==> src/rtl/lenet_pkg.sv <==
// Shared LeNet controller definitions: default sizing constants and the
// layer-sequencer state type.
package lenet_pkg;

  localparam int unsigned SEQ_NUM_LAYERS = 4;
  localparam int unsigned SEQ_IDX_W      = 2;
  localparam int unsigned SEQ_TIMEOUT_W  = 20;
  localparam int unsigned SEQ_FRAME_W    = 16;

  typedef enum logic [2:0] {
    SEQ_IDLE   = 3'd0,
    SEQ_LAUNCH = 3'd1,
    SEQ_WAIT   = 3'd2,
    SEQ_NEXT   = 3'd3,
    SEQ_DONE   = 3'd4,
    SEQ_ERR    = 3'd5
  } seq_state_e;

endpackage

==> src/rtl/layer_sequencer_next_layer_find.sv <==
// Combinational search for the next enabled layer: lowest set mask bit when
// first_i is high, otherwise lowest set bit strictly above cur_i.
module next_layer_find
  import lenet_pkg::*;
#(
  parameter int unsigned NUM_LAYERS = SEQ_NUM_LAYERS,
  parameter int unsigned IDX_W      = SEQ_IDX_W
) (
  input  logic [NUM_LAYERS-1:0] mask_i,
  input  logic [IDX_W-1:0]      cur_i,
  input  logic                  first_i,
  output logic [IDX_W-1:0]      next_o,
  output logic                  found_o
);

  always_comb begin
    next_o  = '0;
    found_o = 1'b0;
    for (int unsigned i = 0; i < NUM_LAYERS; i++) begin
      if (!found_o && mask_i[i] && (first_i || (i > 32'(cur_i)))) begin
        next_o  = IDX_W'(i);
        found_o = 1'b1;
      end
    end
  end

endmodule

==> src/rtl/layer_sequencer.sv <==
// Network-level controller: launches enabled layer engines in index order,
// toggles the ping-pong buffer per completed layer, and guards each layer with a watchdog.
module layer_sequencer
  import lenet_pkg::*;
#(
  parameter int unsigned NUM_LAYERS = SEQ_NUM_LAYERS,
  parameter int unsigned IDX_W      = SEQ_IDX_W,
  parameter int unsigned TIMEOUT_W  = SEQ_TIMEOUT_W,
  parameter int unsigned FRAME_W    = SEQ_FRAME_W
) (
  input  logic                  clk,
  input  logic                  srstn,
  input  logic                  net_start,
  input  logic                  abort,
  input  logic [NUM_LAYERS-1:0] layer_en_mask,
  input  logic [TIMEOUT_W-1:0]  timeout_limit,
  output logic [NUM_LAYERS-1:0] layer_start,
  input  logic [NUM_LAYERS-1:0] layer_done,
  output logic                  mem_sel,
  output logic [IDX_W-1:0]      cur_layer,
  output logic                  busy,
  output logic                  net_done,
  output logic                  error,
  output logic [IDX_W-1:0]      err_layer,
  output logic [FRAME_W-1:0]    frame_cnt
);

  seq_state_e            state_q;
  logic [NUM_LAYERS-1:0] mask_q;
  logic [TIMEOUT_W-1:0]  limit_q;
  logic [TIMEOUT_W-1:0]  timer_q;
  logic [IDX_W-1:0]      cur_q;
  logic                  mem_sel_q;
  logic                  error_q;
  logic [IDX_W-1:0]      err_layer_q;
  logic [FRAME_W-1:0]    frame_q;

  logic [NUM_LAYERS-1:0] find_mask;
  logic                  find_first;
  logic [IDX_W-1:0]      find_idx;
  logic                  find_found;

  // One finder serves both the start-of-frame search (live mask) and the
  // advance from NEXT (captured mask).
  always_comb begin
    find_first = (state_q == SEQ_IDLE);
    find_mask  = find_first ? layer_en_mask : mask_q;
  end

  next_layer_find #(
    .NUM_LAYERS (NUM_LAYERS),
    .IDX_W      (IDX_W)
  ) u_find (
    .mask_i  (find_mask),
    .cur_i   (cur_q),
    .first_i (find_first),
    .next_o  (find_idx),
    .found_o (find_found)
  );

  always_ff @(posedge clk or negedge srstn) begin
    if (!srstn) begin
      state_q     <= SEQ_IDLE;
      mask_q      <= '0;
      limit_q     <= '0;
      timer_q     <= '0;
      cur_q       <= '0;
      mem_sel_q   <= 1'b0;
      error_q     <= 1'b0;
      err_layer_q <= '0;
      frame_q     <= '0;
    end else begin
      case (state_q)
        SEQ_IDLE: begin
          if (net_start) begin
            mask_q    <= layer_en_mask;
            limit_q   <= timeout_limit;
            mem_sel_q <= 1'b0;
            error_q   <= 1'b0;
            cur_q     <= find_idx;
            state_q   <= find_found ? SEQ_LAUNCH : SEQ_DONE;
          end
        end
        SEQ_LAUNCH: begin
          if (abort) begin
            state_q <= SEQ_IDLE;
          end else begin
            timer_q <= '0;
            state_q <= SEQ_WAIT;
          end
        end
        SEQ_WAIT: begin
          if (abort) begin
            state_q <= SEQ_IDLE;
          end else if (layer_done[cur_q]) begin
            mem_sel_q <= ~mem_sel_q;
            state_q   <= SEQ_NEXT;
          end else if ((limit_q != '0) && (timer_q == limit_q - TIMEOUT_W'(1))) begin
            error_q     <= 1'b1;
            err_layer_q <= cur_q;
            state_q     <= SEQ_ERR;
          end else begin
            timer_q <= timer_q + TIMEOUT_W'(1);
          end
        end
        SEQ_NEXT: begin
          if (abort) begin
            state_q <= SEQ_IDLE;
          end else if (find_found) begin
            cur_q   <= find_idx;
            state_q <= SEQ_LAUNCH;
          end else begin
            state_q <= SEQ_DONE;
          end
        end
        SEQ_DONE: begin
          frame_q <= frame_q + FRAME_W'(1);
          state_q <= SEQ_IDLE;
        end
        SEQ_ERR: begin
          if (abort) state_q <= SEQ_IDLE;
        end
        default: state_q <= SEQ_IDLE;
      endcase
    end
  end

  // Start pulse is masked by abort so an aborted LAUNCH never kicks an engine.
  always_comb begin
    layer_start = '0;
    if ((state_q == SEQ_LAUNCH) && !abort) layer_start = NUM_LAYERS'(1) << cur_q;
  end

  assign busy      = (state_q == SEQ_LAUNCH) || (state_q == SEQ_WAIT) ||
                     (state_q == SEQ_NEXT)   || (state_q == SEQ_DONE);
  assign net_done  = (state_q == SEQ_DONE);
  assign mem_sel   = mem_sel_q;
  assign cur_layer = cur_q;
  assign error     = error_q;
  assign err_layer = err_layer_q;
  assign frame_cnt = frame_q;

endmodule

==> config.mk <==
export PLATFORM = sky130hd
export DESIGN_NAME = layer_sequencer
export DESIGN_NICKNAME = d
export VERILOG_FILES = /design/src/rtl/lenet_pkg.sv /design/src/rtl/layer_sequencer_next_layer_find.sv /design/src/rtl/layer_sequencer.sv
export SDC_FILE = /design/constraint.sdc
export NUM_CORES = 1
export LEC_CHECK = 0
export CAP_MARGIN = 25
export CORE_MARGIN = 2
export CORE_UTILIZATION = 49
export CTS_BUF_LIST = sky130_fd_sc_hd__clkbuf_8 sky130_fd_sc_hd__clkbuf_16
export DETAILED_ROUTE_END_ITERATION = 10
export GPL_TIMING_DRIVEN = 0
export PLACE_DENSITY = 0.87
export SYNTH_ARGS = -nofsm -noshare
export SYNTH_HDL_FRONTEND = slang
export SYNTH_SLANG_ARGS = --single-unit
export TNS_END_PERCENT = 5
==> constraint.sdc <==
create_clock -name clk -period 3.1 [get_ports clk]
set_input_delay 0.93 -clock clk [delete_from_list [all_inputs] [get_ports clk]]
set_output_delay 0.93 -clock clk [all_outputs]
set_load 0.01 [all_outputs]
==> metrics.md, run 1 <==
| Metric | Value |
|---|---|
| FF-to-FF End | err_layer[0]$_DFFE_PN0P_ |
| Status | finished with violations |
| Post-synth EDFFs | 0 |
| Slew Limit Fails | 0 |
| Worst endpoint required time | 3.33 ns |
| # H-tree levels | 3 |
| Number of global-route vias before repair | 3,571 |
| Synth unique cells | 65 |
| Via count | 3,692 |
| Largest area contributor in the netlist | dfrtp_1 |
| CTS tree | done |
| WL met1 | 4.37 mm |
| Hold_ws | 0.479 ns |
| R2r worst-path depth | 10 |
| # clock sinks | 68 |
| Routed vias/inst | 6.09 |
| Die W | 94.6 microns |
| Die ar. | 8940 sq um |
| CTS root buf | clkbuf_8 |
| Worst skew pair latency | 0.35 ns |
| CP Launch Type | flop |
| Crit end category | flop |
| Max Root-Sink Buffers | 2 |
| Core Util, Final | 64.3% |
| IO Port Bufs | 59 |
| Violated checks | negative setup slack |
| Worst vdd ir | 0.000514 V |
| Final critical-path required period | 3.26 ns |
| Area contributors post-synth | dfrtp_1, xnor2_1, mux2_2, nand2_1, nor2_1 |
| ANT cells | 0 |
| Hold Crit Class | reg -> reg |
| Die Span Y | 94.6 microns |
| Filler cells | 622 |
| Place WS | -1.03 ns |
| Worst R2R Setup Slack | -0.16 ns |
| Hold endpoint | frame_cnt[15]$_DFFE_PN0P_ |
| Antenna Nets Post-Route | 0 |
| Routed WL | 10.8 mm |
| GP Congestion | 0.875 |
| Syn Area/Cell | 9.59 sq um |
| WP data arrival | 3.49 ns |
| CTS buffer count | 9 |
| Slew headroom | 37.7% |
| Seq/Total Area, Yosys | 42.3% |
| Nets | 532 |
| Setup Skew | 0.0109 ns |
| Placement Cell Area | 4750 sq um |
| Reg-to-reg startpoint | limit_q[0]$_DFFE_PN0P_ |
| Setup TNS | -2.15 ns |
| Setup slack after layout | -0.157 ns |
| YS warnings | 0 |
| Top_reg_cell synth | dfrtp_1 |
| Io pins | 60 |
| Synthesized instance count | 419 |
| Fin. Hold Viols | 0 |
| Final setup vio count | 24 |
| Core area | 8090 sq um |
| Slew @ Worst Pin | 0.928 ns |
| DR DRC count | 0 |
| Reg clk slew, reported paths | 0.08 ns |
| Asr flop ratio synth | 100% |
| Mapped cell area | 4020 sq um |
| Count leader, synth | dfrtp_1 |
| Length of routed met2 wiring | 5.41 mm |
| DR top layer | met4 |
| Fin crit share | 105% |
| Max Fclk | 0.307 GHz |
| Max_cap viols | 0 |
| Metal3 WL | 716 microns |
| Site row count | 33 |
| Fin area | 5200 sq um |
| FF+latch count, synth | 68 |
| Layout cell share with drive strength beyond 1 | 18.8% |
| Min-Delay Path Depth | 1 |
| Area share of the largest cell type after synthesis | 42.3% |
| Detailed router's first-iteration violation count | 431 |
| First-pass detailed-route iteration total | 5 |
| Post-CTS Hold Buffers | 0 |
| Initial antenna violation count | 0 |
| First-pass GRT wire length | 17.2 mm |
| Avg WL per Cell | 17.8 microns |
| CP Max Fanout | 5 |
| Leak Pwr | 2.11 nW |
| RSZ-0062 raised after global routing | true |
| Initial Util | 49.7% |
| Min-delay src | frame_cnt[15]$_DFFE_PN0P_ |
| Post-synth top cells | dfrtp_1, nand2_1, nor2_1 |
| Largest net degree at the start of global routing | 69 |
| Area Growth Syn to Fin | 29.3% |
| Post-synth net total | 455 |
| Post-DP HPWL | 7.35 mm |
| Pwr/cell area | 764 nW/um^2 |
| Gr usage total | 24.4% |
| Crit Path Class | reg -> reg |
| Global route total overflow | 0 |
==> critical path: stages, from the launching register on <==
cell,delay (ns)
dfrtp_2,0.48
inv_4,0.10
ha_4,0.14
nor3b_4,0.20
nand3_2,0.14
or4_4,0.44
xnor2_1,0.14
or4_4,0.58
or3_4,0.44
nor2_4,0.17
mux2_4,0.31
==> registers in the layout (all words and copies together) (netlist names) <==
| register | flops |
|---|---|
| cur_layer | 2 |
| limit_q | 20 |
| timer_q | 20 |
| state_q | 3 |
| error | 1 |
| mask_q | 3 |
| frame_cnt | 16 |
| err_layer | 2 |
| mem_sel | 1 |
==> logic make-up (layout without fill, tap and decap cells) <==
kind of cell | Yosys count | after routing | synth area share, %
AO/OA/AOI/OAI | 70 | 70 | 11.8
XOR/XNOR | 39 | 39 | 8.50
adder cells (fa/ha/maj) | 4 | 4 | 1.24
buffers and inverters | 30 | 112 | 3.45
flip-flops | 68 | 68 | 42.3
multiplexers | 29 | 29 | 8.25
AND/OR/NAND/NOR | 179 | 179 | 24.4
==> cell type report <==
type                            instances  area (sq um)  share of cell area (%)
Multi-Input combinational cell        321          2320                    44.6
Sequential cell                        68          1710                    32.8
Timing Repair Buffer                   68           657                    12.6
Clock buffer                           10           138                    2.65
Tap cell                              105           131                    2.53
Buffer                                 15           109                    2.09
Clock inverter                          6          86.3                    1.66
Inverter                               13          51.3                   0.987
==> where the power goes <==
part	total, mW	switching, mW	leakage, nW	internal, mW
clock	0.830	0.355	0.113	0.475
sequential	1.43	0.322	0.885	1.11
combinational	1.71	0.880	1.12	0.828
==> worst max path at each step <==
stage / startpoint / endpoint / slack, ns
floorplan: limit_q[0]$_DFFE_PN0P_ / err_layer[0]$_DFFE_PN0P_ / -0.07
global placement: srstn / frame_cnt[13]$_DFFE_PN0P_ / -1.17
detailed placement: abort / layer_start[1] / -1.03
CTS: limit_q[3]$_DFFE_PN0P_ / err_layer[1]$_DFFE_PN0P_ / -0.14
global route: limit_q[1]$_DFFE_PN0P_ / err_layer[0]$_DFFE_PN0P_ / -0.23
finish: limit_q[0]$_DFFE_PN0P_ / err_layer[0]$_DFFE_PN0P_ / -0.16
==> per-layer routing <==
layer	vias up	GRT usage (%)
met5	-	0
met1	1816	30.3
met4	0	8.09
met2	170	41.8
met3	37	6.07
li1	1669	-
==> placed cells by master, fill, tap and decap left out, types with 6 or more instances in the layout <==
cell and instances:
a21oi_1 18, and3_1 10, buf_4 9, clkbuf_1 7, clkbuf_8 11, clkdlybuf4s50_1 53, dfrtp_1 64, inv_1 11
mux2_2 21, nand2_1 43, nand3_1 19, nand4_1 6, nor2_1 27, nor2b_1 6, nor3_1 8, o21ai_0 11
or4_1 8, xnor2_1 28, xor2_1 11
==> metrics by stage <==
stage                     power [mW]  instances
after detailed placement        2.91        583
after global placement          2.81        583
after floorplan                 2.41        419
after global routing            4.19        606
final                           3.97        606
after CTS                       3.86        603
==> timing repair <==
item                                   in CTS  in global routing
cloned                                      0                  0
pin swaps                                   1                  9
setup endpoints to repair                  31                 31
endpoints found under the hold margin       0                  0
buffers inserted                            5                  4
resized for setup                          35                 24
Note: power is estimated with default switching activity, not from simulation.
==> inputs of run 2 (changes only) <==
--- a/config.mk
+++ b/config.mk
@@ -12,6 +12,7 @@
 export DETAILED_ROUTE_END_ITERATION = 10
 export GPL_TIMING_DRIVEN = 0
 export PLACE_DENSITY = 0.87
+export RECOVER_POWER = 25
 export SYNTH_ARGS = -nofsm -noshare
 export SYNTH_HDL_FRONTEND = slang
 export SYNTH_SLANG_ARGS = --single-unit
==> run 2 against run 1 <==
The run ends with max-capacitance violations, max-slew violations, negative setup slack left. Die area unchanged. Global-route usage unchanged. Sequential share of layout area about the same. Via count down 0.35%. Highest routed layer unchanged.
==> metrics.md, run 2 (synthesized netlist as in run 1, its figures left out) <==
| Metric | Value |
|---|---|
| Status | finished with violations |
| Violated checks | max-capacitance violations, max-slew violations, negative setup slack |
| First-pass GRT wire length | 17.2 mm (unchanged) |
| RSZ-0062 raised after global routing | true |
| Die W | 94.6 microns (unchanged) |
| Placement Cell Area | 4750 sq um (unchanged) |
| Total chip power | 3.97 mW (about the same) |
| R2r worst-path depth | 10 (unchanged) |
| Hold Crit Class | reg -> reg |
| Detailed router's first-iteration violation count | 431 (unchanged) |
| Fin area | 5200 sq um (about the same) |
| Final setup vio count | 24 (unchanged) |
| CP max stage delay | 0.58 ns (about the same) |
| DR DRC count | 0 (unchanged) |
| CTS buffer count | 9 (unchanged) |
| WP data arrival | 3.49 ns (about the same) |
| Place WS | -1.03 ns (unchanged) |
| ANT cells | 0 (unchanged) |
| Setup Skew | 0.0110 ns (+0.000143 ns) |
| Antenna Nets Post-Route | 0 (unchanged) |
| Crit-path cells | inv_4, ha_4, nor3b_4, nand3_2, or4_4, xnor2_1, or4_4, or3_4, nor2_4, mux2_4 |
| Stages on the worst setup path | 10 (unchanged) |
| CP Launch Type | flop |
| Commonest non-fill, non-tap cell in the layout | dfrtp_1 |
| Worst skew pair latency | 0.35 ns (about the same) |
| # clock sinks | 68 (unchanged) |
| GP Congestion | 0.875 (unchanged) |
| CTS tree | done |
| Gr usage total | 24.4% (unchanged) |
| Fin crit share | 105% (about the same) |
| Setup slack after layout | -0.159 ns (-0.00284 ns) |
| Routed WL | 10.8 mm (about the same) |
| Leak Pwr | 2.11 nW (about the same) |
| Crit end category | flop |
| Initial antenna violation count | 0 (unchanged) |
| Die Span Y | 94.6 microns (unchanged) |
| CP top delay family | simple AND/OR/NAND/NOR gates |
| Max Root-Sink Buffers | 2 (unchanged) |
| Number of global-route vias before repair | 3,571 (unchanged) |
| Global route total overflow | 0 (unchanged) |
| Die ar. | 8940 sq um (unchanged) |
| Largest net degree at the start of global routing | 69 (unchanged) |
| Crit Path Class | reg -> reg |
| First-pass detailed-route iteration total | 6 (+1) |
| Max Fclk | 0.307 GHz (about the same) |
| CP Max Fanout | 5 (unchanged) |
| Min-Delay Path Depth | 1 (unchanged) |
| Worst vdd ir | 0.000514 V (about the same) |
| Post-CTS Hold Buffers | 0 (unchanged) |
| Nets | 532 (unchanged) |
| Site row count | 33 (unchanged) |
| Avg WL per Cell | 17.8 microns (about the same) |
| Layout cell share with drive strength beyond 1 | 18.8% (unchanged) |
| Fin. Hold Viols | 0 (unchanged) |
| Slew Limit Fails | 69 (+69) |
| Worst endpoint required time | 3.33 ns (about the same) |
| Area Growth Syn to Fin | 29.3% (about the same) |
| Reg clk slew, reported paths | 0.08 ns (about the same) |
| Slew headroom | -14.8% (-53 points) |
| Filler cells | 623 (+0.16%) |
| Final critical-path required period | 3.26 ns (+0.00284 ns) |
| Pwr/cell area | 765 nW/um^2 (+0.10%) |
| CTS root buf | clkbuf_8 |
| Post-DP HPWL | 7.35 mm (unchanged) |
| Slew @ Worst Pin | 1.72 ns (+0.795 ns) |
| Worst Path Buf+Inv | 1 (unchanged) |
| Commonest cells after routing, fill and taps aside | dfrtp_1, clkdlybuf4s50_1, nand2_1 |
| IO Port Bufs | 59 (unchanged) |
| CP max stage cell | or4_4 |
| Io pins | 60 (unchanged) |
| # H-tree levels | 3 (unchanged) |
| Routed vias/inst | 6.07 (-0.35%) |
| CP dominant cell by count | or4_4 |
| Via count | 3,679 (-0.35%) |
| Core area | 8090 sq um (unchanged) |
| Max_cap viols | 1 (+1) |
| Initial Util | 49.7% (unchanged) |
run 2: changes by cell type in the layout (fill, tap and decap cells not counted):
cell / previous run / this run
buf_4: 9 / 8
clkbuf_2: 2 / 3
run 2: per-stage QoR:
stage	hold WS [ns]	setup TNS [ns]	instances	util, %
after floorplan	0.473	-0.148	419	-
after global placement	0.461	-92.80	583	58.7
after detailed placement	0.473	-14.28	583	58.7
after CTS	0.483	-0.824	603	62.9
after global routing	0.505	-3.89	606	64.2
final	0.479	-2.36	606	64.2
run 2: final timing paths:
path	startpoint	end	slack, ns
hold reg to reg	frame_cnt[15]$_DFFE_PN0P_	frame_cnt[15]$_DFFE_PN0P_	0.48
setup reg to reg	limit_q[0]$_DFFE_PN0P_	err_layer[0]$_DFFE_PN0P_	-0.16
hold / removal	frame_cnt[15]$_DFFE_PN0P_	frame_cnt[15]$_DFFE_PN0P_	0.48
min in group asynchronous	srstn	timer_q[9]$_DFFE_PN0P_	1.04
setup / recovery	limit_q[0]$_DFFE_PN0P_	err_layer[0]$_DFFE_PN0P_	-0.16
max in group asynchronous	srstn	limit_q[0]$_DFFE_PN0P_	0.93
run 2: timing repair:
| item | in CTS | in global routing |
|---|---|---|
| pin swaps | 1 | 9 |
| resized for setup | 35 | 24 |
| buffers inserted | 5 | 4 |
| setup endpoints to repair | 31 | 31 |
run 2: worst register-to-register path, delay by kind of cell (launching register included):
family | cells | cell delay [ns]
xor+xnor | 1 | 0.14
fa+ha+maj | 1 | 0.14
simple gates | 6 | 1.97
buf+inv | 1 | 0.10
mux | 1 | 0.31
flops | 1 | 0.48
run 2: metal layers:
metal	global-route usage (%)	share of wire, %
met5	0	0
met2	41.8	50
met4	8.09	2.6
met3	6.07	6.4
met1	30.3	41
run 2: cell type report:
class / instances / area [sq um] / area share [%]
repair buffers: 68 / 654 / 12.6
well taps: 105 / 131 / 2.53
plain buffers: 15 / 109 / 2.09
clock inverters: 6 / 86.3 / 1.66
clock buffers: 10 / 138 / 2.65
multi-input cells: 321 / 2320 / 44.7
flip-flops and latches: 68 / 1710 / 32.8
inverters: 13 / 51.3 / 0.987
run 2: power breakdown:
part / switching [mW] / internal, mW
logic: 0.881 / 0.827
registers: 0.322 / 1.11
clock network: 0.357 / 0.475
total: 1.56 / 2.41
==> inputs of run 3 (changes only) <==
--- a/config.mk
+++ b/config.mk
@@ -9,9 +9,10 @@
 export CORE_MARGIN = 2
 export CORE_UTILIZATION = 49
 export CTS_BUF_LIST = sky130_fd_sc_hd__clkbuf_8 sky130_fd_sc_hd__clkbuf_16
+export CTS_CLUSTER_DIAMETER = 60
 export DETAILED_ROUTE_END_ITERATION = 10
 export GPL_TIMING_DRIVEN = 0
-export PLACE_DENSITY = 0.87
+export PLACE_DENSITY = 0.76
 export RECOVER_POWER = 25
 export SYNTH_ARGS = -nofsm -noshare
 export SYNTH_HDL_FRONTEND = slang
==> constraint.sdc (replaced) <==
create_clock -name clk -period 2.7 [get_ports clk]
set_input_delay 0.81 -clock clk [delete_from_list [all_inputs] [get_ports clk]]
set_output_delay 0.81 -clock clk [all_outputs]
set_load 0.01 [all_outputs]
==> run 3 against run 2 <==
The run still ends with max-capacitance violations, max-slew violations, negative setup slack left. Fmax decreased by 0.26%. Clock-buffer cell count decreased by 1. Clock skew decreased by 0.0057 ns. Non-clock buffer count up 5. Critical path depth is the same. Sequential cell count unchanged. Sequential share of layout area decreased by 0.25 points. Core utilization grew 0.49 points. Global-route usage shrank 0.41 points. Worst hold slack lost 0.0014 ns. Largest cell class unchanged.
==> metrics.md, run 3 (synthesized netlist as in run 1, its figures left out) <==
| Metric | Value |
|---|---|
| First-pass GRT wire length | 16.6 mm (-3.5%) |
| Global route total overflow | 0 (unchanged) |
| Fin. Hold Viols | 0 (unchanged) |
| Dpl cells | 583 (unchanged) |
| Crit end category | flop |
| Net switching power of the design | 1.75 mW (+12%) |
| CP max stage cell | or4_4 |
| Max Root-Sink Buffers | 2 (unchanged) |
| # clock sinks | 68 (unchanged) |
| Reg clk slew, reported paths | 0.07 ns (about the same) |
| Core area | 8090 sq um (unchanged) |
| Worst vdd ir | 0.000532 V (+3.5%) |
| Nets | 537 (+0.94%) |
| Routed vias/inst | 5.80 (-4.4%) |
| Slew @ Worst Pin | 1.70 ns (-0.0188 ns) |
| Hold_ws | 0.478 ns (-0.00135 ns) |
| Internal power | 2.68 mW (+11%) |
| ANT cells | 0 (unchanged) |
| Antenna Nets Post-Route | 0 (unchanged) |
| Routed WL | 10.3 mm (-4.2%) |
| First-pass detailed-route iteration total | 5 (-1) |
| GP Congestion | 0.892 (+1.9%) |
| Number of global-route vias before repair | 3,456 (-3.2%) |
| Layout cell share with drive strength beyond 1 | 20.4% (+1.6 points) |
| Setup slack after layout | -0.568 ns (-0.409 ns) |
| Fin area | 5240 sq um (+0.77%) |
| WP data arrival | 3.51 ns (+0.02 ns) |
| Io pins | 60 (unchanged) |
| DR DRC count | 0 (unchanged) |
| CP top delay family | simple AND/OR/NAND/NOR gates |
| CP Launch Type | flop |
| Clock power frac | 18.3% (-2.6 points) |
| CP max stage delay | 0.58 ns (about the same) |
| Worst skew pair latency | 0.35 ns (about the same) |
| Initial Util | 49.7% (unchanged) |
| Max Fclk | 0.306 GHz (-0.26%) |
| Pwr/cell area | 845 nW/um^2 (+11%) |
| Commonest non-fill, non-tap cell in the layout | dfrtp_1 |
| CTS buffer count | 9 (unchanged) |
| Placement Cell Area | 4750 sq um (unchanged) |
| Slew headroom | -13.6% (+1.3 points) |
| Final Non-Filler Cells | 611 (+0.83%) |
| Slew Limit Fails | 69 (unchanged) |
| CTS root buf | clkbuf_8 |
| Seq pwr share | 37.1% (+1.0 points) |
| Detailed router's first-iteration violation count | 154 (-64%) |
| Sw frac | 39.5% (+0.31 points) |
| Gr usage total | 24.0% (-0.41 points) |
| Fin crit share | 121% (+16 points) |
| Initial antenna violation count | 0 (unchanged) |
| Hold Crit Class | reg -> reg |
| # H-tree levels | 3 (unchanged) |
| Worst Path Buf+Inv | 1 (unchanged) |
| Die Span Y | 94.6 microns (unchanged) |
| Crit Path Class | reg -> reg |
| Via count | 3,545 (-3.6%) |
| Max_cap viols | 1 (unchanged) |
| Largest net degree at the start of global routing | 69 (unchanged) |
| Comb pwr share | 44.6% (+1.6 points) |
| Avg WL per Cell | 16.9 microns (-5.0%) |
| Final setup vio count | 30 (+25%) |
| Violated checks | max-capacitance violations, max-slew violations, negative setup slack |
| Setup Skew | 0.00532 ns (-0.00571 ns) |
| Post-DP HPWL | 7.12 mm (-3.1%) |
| Core Util, Final | 64.7% (+0.49 points) |
| Worst endpoint required time | 2.94 ns (-0.39 ns) |
| CP Max Fanout | 5 (unchanged) |
| Crit-path cells | inv_2, ha_4, nor3b_4, nand3_4, or4_4, xnor2_1, or4_4, or3_4, nor2_4, mux2_4 |
| Worst R2R Setup Slack | -0.57 ns (-0.41 ns) |
| RSZ-0062 raised after global routing | true |
| Setup TNS | -11.44 ns (-9.08 ns) |
| Die W | 94.6 microns (unchanged) |
| IO Port Bufs | 59 (unchanged) |
| CP dominant cell by count | or4_4 |
| Status | finished with violations |
| Commonest cells after routing, fill and taps aside | dfrtp_1, clkdlybuf4s50_1, nand2_1 |
| Leak Pwr | 2.13 nW (+0.86%) |
| Area Growth Syn to Fin | 30.3% |
| Post-CTS Hold Buffers | 0 (unchanged) |
| CTS tree | done |
| Site row count | 33 (unchanged) |
| Die ar. | 8940 sq um (unchanged) |
| Final critical-path required period | 3.27 ns (+0.00851 ns) |
## run 3: what timing repair did
item                       4_1_cts  5_1_grt
resized for setup               44       21
pin swaps                        3        6
setup endpoints to repair       44       32
setup buffers                    7        7
## run 3: layout make-up
class / instances / area [sq um]
fillers: 692 / 2860
multi-input cells: 321 / 2340
flip-flops and latches: 68 / 1710
repair buffers: 73 / 711
well taps: 105 / 131
clock buffers: 9 / 124
plain buffers: 15 / 110
clock inverters: 7 / 60.1
inverters: 13 / 51.3
## run 3: metrics by stage
stage          power, mW  setup slack, ns
6_report            4.43           -0.568
5_1_grt             4.73           -0.624
4_1_cts             4.31           -0.471
3_5_place_dp        3.33            -1.24
3_3_place_gp        3.25            -1.55
2_1_floorplan       2.77           -0.474
## run 3: worst reg2reg max path, cell delays in order (launching register included)
cell	delay [ns]
dfrtp_2	0.44
inv_2	0.09
ha_4	0.14
nor3b_4	0.23
nand3_4	0.13
or4_4	0.52
xnor2_1	0.14
or4_4	0.58
or3_4	0.41
nor2_4	0.17
mux2_4	0.31
## run 3: path summary, 6_finish.rpt
| check | startpoint | cells past startpoint | end |
|---|---|---|---|
| setup / recovery | limit_q[1]$_DFFE_PN0P_ | 10 | err_layer[0]$_DFFE_PN0P_ |
| hold / removal | frame_cnt[15]$_DFFE_PN0P_ | 1 | frame_cnt[15]$_DFFE_PN0P_ |
| setup reg to reg | limit_q[1]$_DFFE_PN0P_ | 10 | err_layer[0]$_DFFE_PN0P_ |
| hold reg to reg | frame_cnt[15]$_DFFE_PN0P_ | 1 | frame_cnt[15]$_DFFE_PN0P_ |
| max in group asynchronous | srstn | 1 | limit_q[1]$_DFFE_PN0P_ |
| min in group asynchronous | srstn | 1 | timer_q[6]$_DFFE_PN0P_ |
## run 3: power groups by stage
stage | clock [mW] | sequential [mW] | combinational [mW]
final | 0.810 | 1.64 | 1.98
after global routing | 0.881 | 1.68 | 2.17
after CTS | 0.827 | 1.62 | 1.86
after detailed placement | 0 | 1.61 | 1.72
after global placement | 0 | 1.59 | 1.65
after floorplan | 0 | 1.54 | 1.23
## run 3: per-layer routing
metal	vias to the layer above	track usage [%]	routed length [microns]
met5	-	0	0
met4	0	5.56	85
met3	9	6.30	565
met2	114	42.9	5180
met1	1752	29.1	4490
li1	1670	-	-
==> RTL change 1: new RTL, flow settings as in run 2 <==
Register the outputs `busy` and `net_done`, cleared by the reset; this adds one clock of latency there. The other outputs are not delayed to match.
--- a/src/rtl/layer_sequencer.sv
+++ b/src/rtl/layer_sequencer.sv
@@ -132,7 +132,13 @@
   end
 
-  assign busy      = (state_q == SEQ_LAUNCH) || (state_q == SEQ_WAIT) ||
-                     (state_q == SEQ_NEXT)   || (state_q == SEQ_DONE);
-  assign net_done  = (state_q == SEQ_DONE);
+  always_ff @(posedge clk or negedge srstn) begin
+    if (!srstn) begin
+      busy     <= '0;
+      net_done <= '0;
+    end else begin
+      busy     <= (state_q == SEQ_LAUNCH) || (state_q == SEQ_WAIT) || (state_q == SEQ_NEXT)   || (state_q == SEQ_DONE);
+      net_done <= (state_q == SEQ_DONE);
+    end
+  end
   assign mem_sel   = mem_sel_q;
   assign cur_layer = cur_q;
Function: changed (a bounded check fails within 4 cycles, from zero or initial values and one cycle with srstn low).
==> RTL change 1 against run 2 <==
  * The run ends with DRC, capacitance limit, slew limit, setup timing left
  * Sequential share of layout area up 1.0 points
  * First-iteration DRC count down 32%
  * Die area up 1.2%
  * Via count down 0.14%
  * Synthesized cell count up 0.48%
  * Power down 1.9%
  * Setup slack better by 0.017 ns
  * Sequential cell count up 2
  * Routed wire length down 1.4%
  * Maximum frequency up 0.52%
  * Cell area down 0.17%
  * Synthesized area up 1.2%
  * Hold slack better by 0.010 ns
  * Highest routed layer unchanged
==> RTL change 1: results (changes against run 2) <==
Detailed routing
  • Iter 0 DRT Violations: 291 (-32%)
  • Vias: 3674 (-0.14%)
  • WL per Instance: 17.5 um (-1.7%)
  • # DRC: 2 (+2)
  • First-pass iteration count of the detailed router: 9 (+3)

Hold path
  • Hold Startpoint: frame_cnt[15]$_DFFE_PN0P_
  • Type of the worst min-delay path: register to register
  • Hold depth: 1 (unchanged)

Global routing
  • Largest net degree at the start of global routing: 71 (+2.9%)
  • First-pass GRT wire length: 16800 um (-2.1%)
  • Initial antenna violation count: 0 (unchanged)
  • Gr usage total: 23.8% (-0.67 points)
  • Number of global-route vias before repair: 3502 (-1.9%)

Setup path
  • R2R depth: 9 (-1)
  • Critical R2R Capture: err_layer[1]$_DFFE_PN0P_
  • Crit Path Max Fanout: 10 (+5)
  • Crit. End Element: register
  • Setup crit start: limit_q[6]$_DFFE_PN0P_
  • Largest stage delay, worst path: 0.53 ns (-0.05 ns)
  • Crit-path slowest cell: or4_4

STA
  • Clock skew: 0.0124 ns (+0.00138 ns)
  • Setup_tns: -0.324 ns (+2.04 ns)
  • Setup violators final: 8 (-67%)
  • Max-slew violations: 71 (+2.9%)
  • Final Hold Fails: 0 (unchanged)
  • PnR worst setup slack: -0.143 ns (+0.0168 ns)
  • Hold Slack: 0.489 ns (+0.00997 ns)
  • Relative slew slack: -16.4% (-1.5 points)

Logic synthesis
  • Synth unique cells: 65 (unchanged)
  • Top cells by area, synth: dfrtp_1 43%, xnor2_1 6.0%, mux2_2 5.8%, nand2_1 4.1%, nor2_1 2.8%
  • Syn_nets: 457 (+0.44%)
  • Commonest cells in the netlist: 70 x dfrtp_1, 44 x nand2_1, 30 x nor2_1
  • Post-synthesis sequential area ratio: 43.0% (+0.71 points)
  • Async SR Flop Fraction: 100% (unchanged)

Clocking
  • Worst-path clk slew: 0.09 ns
  • Skew-Pair Late Insertion Delay: 0.36 ns

Power and ir drop
  • Static leakage: 2.12 nW (+0.32%)
  • Peak supply drop: 0.000437 V (-15%)

Final layout
  • Share of cells above drive strength 1: 17.5% (-1.3 points)
  • NumNets Final: 534 (+0.38%)
  • Antenna fix cells: 0 (unchanged)

Job
  • Max Cap Viol: 1 (unchanged)

Place
  • Pre-CTS setup slack: -1.03 ns (-0.00868 ns)
  • Gpl congestion: 0.893 (+2.1%)
  • Detailed Place HPWL: 7340 um (-0.12%)

Status
  • Failing checks: DRC, capacitance limit, slew limit, setup timing
  • Status: complete, but fails checks
RTL change 1: cell count changes after synthesis, sizes merged:
| cell | delta |
|---|---|
| dfrtp | +2 |
RTL change 1: logic make-up after synthesis:
logic type	count (synthesis)	synth area share, %
adders and majority gates	4	1.23
buffers and inverters	30	3.41
and+or+nand+nor	179	24.1
AOI/OAI and AO/OA	70	11.7
DFF	70	43.0
muxes	29	8.15
xor gates and xnor gates	39	8.39
RTL change 1: what timing repair did:
action                                 in CTS  in global routing
hold buffers                                0                  0
setup buffers                               5                  4
endpoints found under the hold margin       0                  0
resized for setup                          32                 21
pin swaps                                   2                  6
setup endpoints to repair                  30                 29
RTL change 1: final cells by class:
class / count / area [um2]
Fill cell: 607 / 2950
Multi-Input combinational cell: 321 / 2310
Sequential cell: 70 / 1760
Timing Repair Buffer: 68 / 636
Tap cell: 105 / 131
Clock buffer: 9 / 124
Buffer: 15 / 111
Clock inverter: 7 / 63.8
Inverter: 13 / 53.8
RTL change 1: stage by stage:
step                area (um2)  utilization, %  instances  total power [W]
floorplan                 4080               -        421          0.00245
global placement          4800            59.1        585          0.00285
detailed placement        4800            59.0        585          0.00294
CTS                       5090            62.6        604          0.00377
global route              5190            63.8        608          0.00410
finish                    5190            63.8        608          0.00390
RTL change 1: metal layers:
layer | wire [um] | share of wire, % | track usage (%)
met1 | 4390 | 41 | 29.6
met2 | 5230 | 49 | 40.0
met3 | 743 | 7.0 | 5.38
met4 | 260 | 2.4 | 9.54
met5 | 0 | 0 | 0
RTL change 1: report_power, final:
group | switching [W] | internal (W)
Sequential | 0.000350 | 0.00115
Combinational | 0.000852 | 0.000829
Clock | 0.000412 | 0.000308
Total | 0.00161 | 0.00228
==> RTL change 2: new RTL, flow settings as in run 2 <==
Made on the original files. `SEQ_FRAME_W`: 16 -> 12.
--- a/src/rtl/lenet_pkg.sv
+++ b/src/rtl/lenet_pkg.sv
@@ -6,5 +6,5 @@
   localparam int unsigned SEQ_IDX_W      = 2;
   localparam int unsigned SEQ_TIMEOUT_W  = 20;
-  localparam int unsigned SEQ_FRAME_W    = 16;
+  localparam int unsigned SEQ_FRAME_W    = 12;
 
   typedef enum logic [2:0] {
Interface: changed (resized frame_cnt); port bits go from 60 to 56. No check against the original RTL was run, so the function may have changed too.
==> RTL change 2 against run 2 <==
  * The flow still finishes with violations (capacitance limit, slew limit, setup timing)
  * Power is 6.0% higher
  * Critical path depth stayed put
  * Cell area is 4.5% higher
  * Largest power group unchanged
  * Routed wire length is 5.6% higher
  * Setup slack better by 0.11 ns
  * Synthesized area is 5.9% higher
  * Utilization is 0.99 points lower
  * Sequential cell count is 4 lower
==> RTL change 2: results (changes against run 2) <==
Status
  • Status: complete, but fails checks
  • Failing checks: capacitance limit, slew limit, setup timing

Detailed routing
  • Iter 0 DRT Violations: 292 (-32%)
  • First-pass iteration count of the detailed router: 5 (-1)
  • Met2 WL: 5720 um (+6.1%)
  • WL met3: 709 um (+3.7%)
  • Wl on met1: 4780 um (+8.3%)

Final layout
  • Register area: 0.00160 mm2 (-6.0%)
  • Share of cells above drive strength 1: 21.4% (+2.6 points)
  • Data buffer area share: 14.0% (-0.69 points)
  • Buffers, non-clock: 90 (+8.4%)
  • Inverters: 10 (-3)
  • Multi-input gate share of the layout cell area: 49.8% (+5.2 points)
  • Final std cell area, no fill: 0.00543 mm2 (+4.5%)
  • FILL cells: 722 (+16%)
  • NumNets Final: 570 (+7.1%)
  • Multi-input gates: 359 (+12%)

Setup path
  • WP data arrival: 3.37 ns (-0.12 ns)
  • Crit Path Max Fanout: 8 (+3)

Logic synthesis
  • Post-synthesis sequential area ratio: 37.6% (-4.7 points)
  • Commonest cells in the netlist: 64 x dfrtp_1, 41 x nand2_1, 31 x nor2_1
  • Top cells by area, synth: dfrtp_1 38%, mux2_2 6.3%, xnor2_1 4.3%, nand2_1 3.6%, xor2_1 3.3%
  • Synth unique cells: 69 (+6.2%)
  • Register bit count reported by yosys: 64 (-5.9%)
  • Syn Area/Cell: 9.28 um2 (-3.3%)
  • Syn_nets: 495 (+8.8%)

Place
  • I/O Buffers: 55 (-6.8%)
  • Gpl congestion: 0.918 (+4.9%)
  • Dpl cell area: 0.00496 mm2 (+4.3%)
  • Pre-CTS setup slack: -1.08 ns (-0.0513 ns)
  • Dpl cells: 622 (+6.7%)
  • Detailed Place HPWL: 7830 um (+6.6%)

Power and ir drop
  • Clk pwr: 0.000711 W (-15%)
  • Static leakage: 2.21 nW (+4.3%)
  • Cell Int Power: 0.00241 W (about the same)
  • Peak supply drop: 0.000579 V (+13%)
  • Pwr dens: 775 mW/mm2 (+1.4%)

STA
  • PnR worst setup slack: -0.0513 ns (+0.108 ns)
  • Setup violators final: 4 (-83%)
  • Clock skew: 0.0127 ns (+0.00168 ns)
  • Setup_tns: -0.0689 ns (+2.29 ns)
  • Max-slew violations: 65 (-5.8%)
  • Relative slew slack: -7.60% (+7.2 points)

Clocking
  • Skew-Pair Late Insertion Delay: 0.35 ns (about the same)

Hold path
  • Type of the worst min-delay path: register to register

Global routing
  • GRT met2 Usage: 40.9% (-0.98 points)
  • Gr usage total: 23.7% (-0.70 points)
  • Grt met1 use: 30.0% (-0.30 points)
  • Largest net degree at the start of global routing: 65 (-5.8%)
  • First-pass GRT wire length: 18500 um (+7.9%)
  • Number of global-route vias before repair: 3945 (+10%)

Job
  • Max Cap Viol: 1 (unchanged)
==> RTL change 2: cell types whose count changed in the layout (fill, tap and decap cells not counted), sizes merged, moves of 5 or more <==
cell,delta
and3,+7
buf,+7
nand4,+7
nor3,+7
xnor2,-7
mux2i,+6
nor3b,+5
or4,-5
xor2,+5
==> RTL change 2: worst paths after layout <==
path	from	end	slack (ns)
setup reg to reg	limit_q[4]$_DFFE_PN0P_	timer_q[14]$_DFFE_PN0P_	-0.05
max in group asynchronous	srstn	limit_q[1]$_DFFE_PN0P_	1.02
setup / recovery	limit_q[4]$_DFFE_PN0P_	timer_q[14]$_DFFE_PN0P_	-0.05
hold / removal	frame_cnt[11]$_DFFE_PN0P_	frame_cnt[11]$_DFFE_PN0P_	0.47
min in group asynchronous	srstn	frame_cnt[5]$_DFFE_PN0P_	1.00
hold reg to reg	frame_cnt[11]$_DFFE_PN0P_	frame_cnt[11]$_DFFE_PN0P_	0.47
==> RTL change 2: cells by family (layout without fill, tap and decap cells) <==
| kind of cell | after synthesis | count (layout) | share of synthesized area (%) |
|---|---|---|---|
| AO/OA/AOI/OAI | 75 | 75 | 12.0 |
| XOR/XNOR | 37 | 37 | 7.61 |
| adder cells (fa/ha/maj) | 4 | 4 | 1.18 |
| buffers and inverters | 36 | 115 | 3.97 |
| flip-flops | 64 | 64 | 37.6 |
| multiplexers | 38 | 38 | 9.99 |
| AND/OR/NAND/NOR | 205 | 205 | 27.7 |
==> RTL change 2: what timing repair did <==
item	in CTS	in global routing
resized for setup	34	35
hold buffers	0	0
endpoints found under the setup margin	30	26
gates cloned	0	0
buffers inserted	7	5
pin swaps	5	16
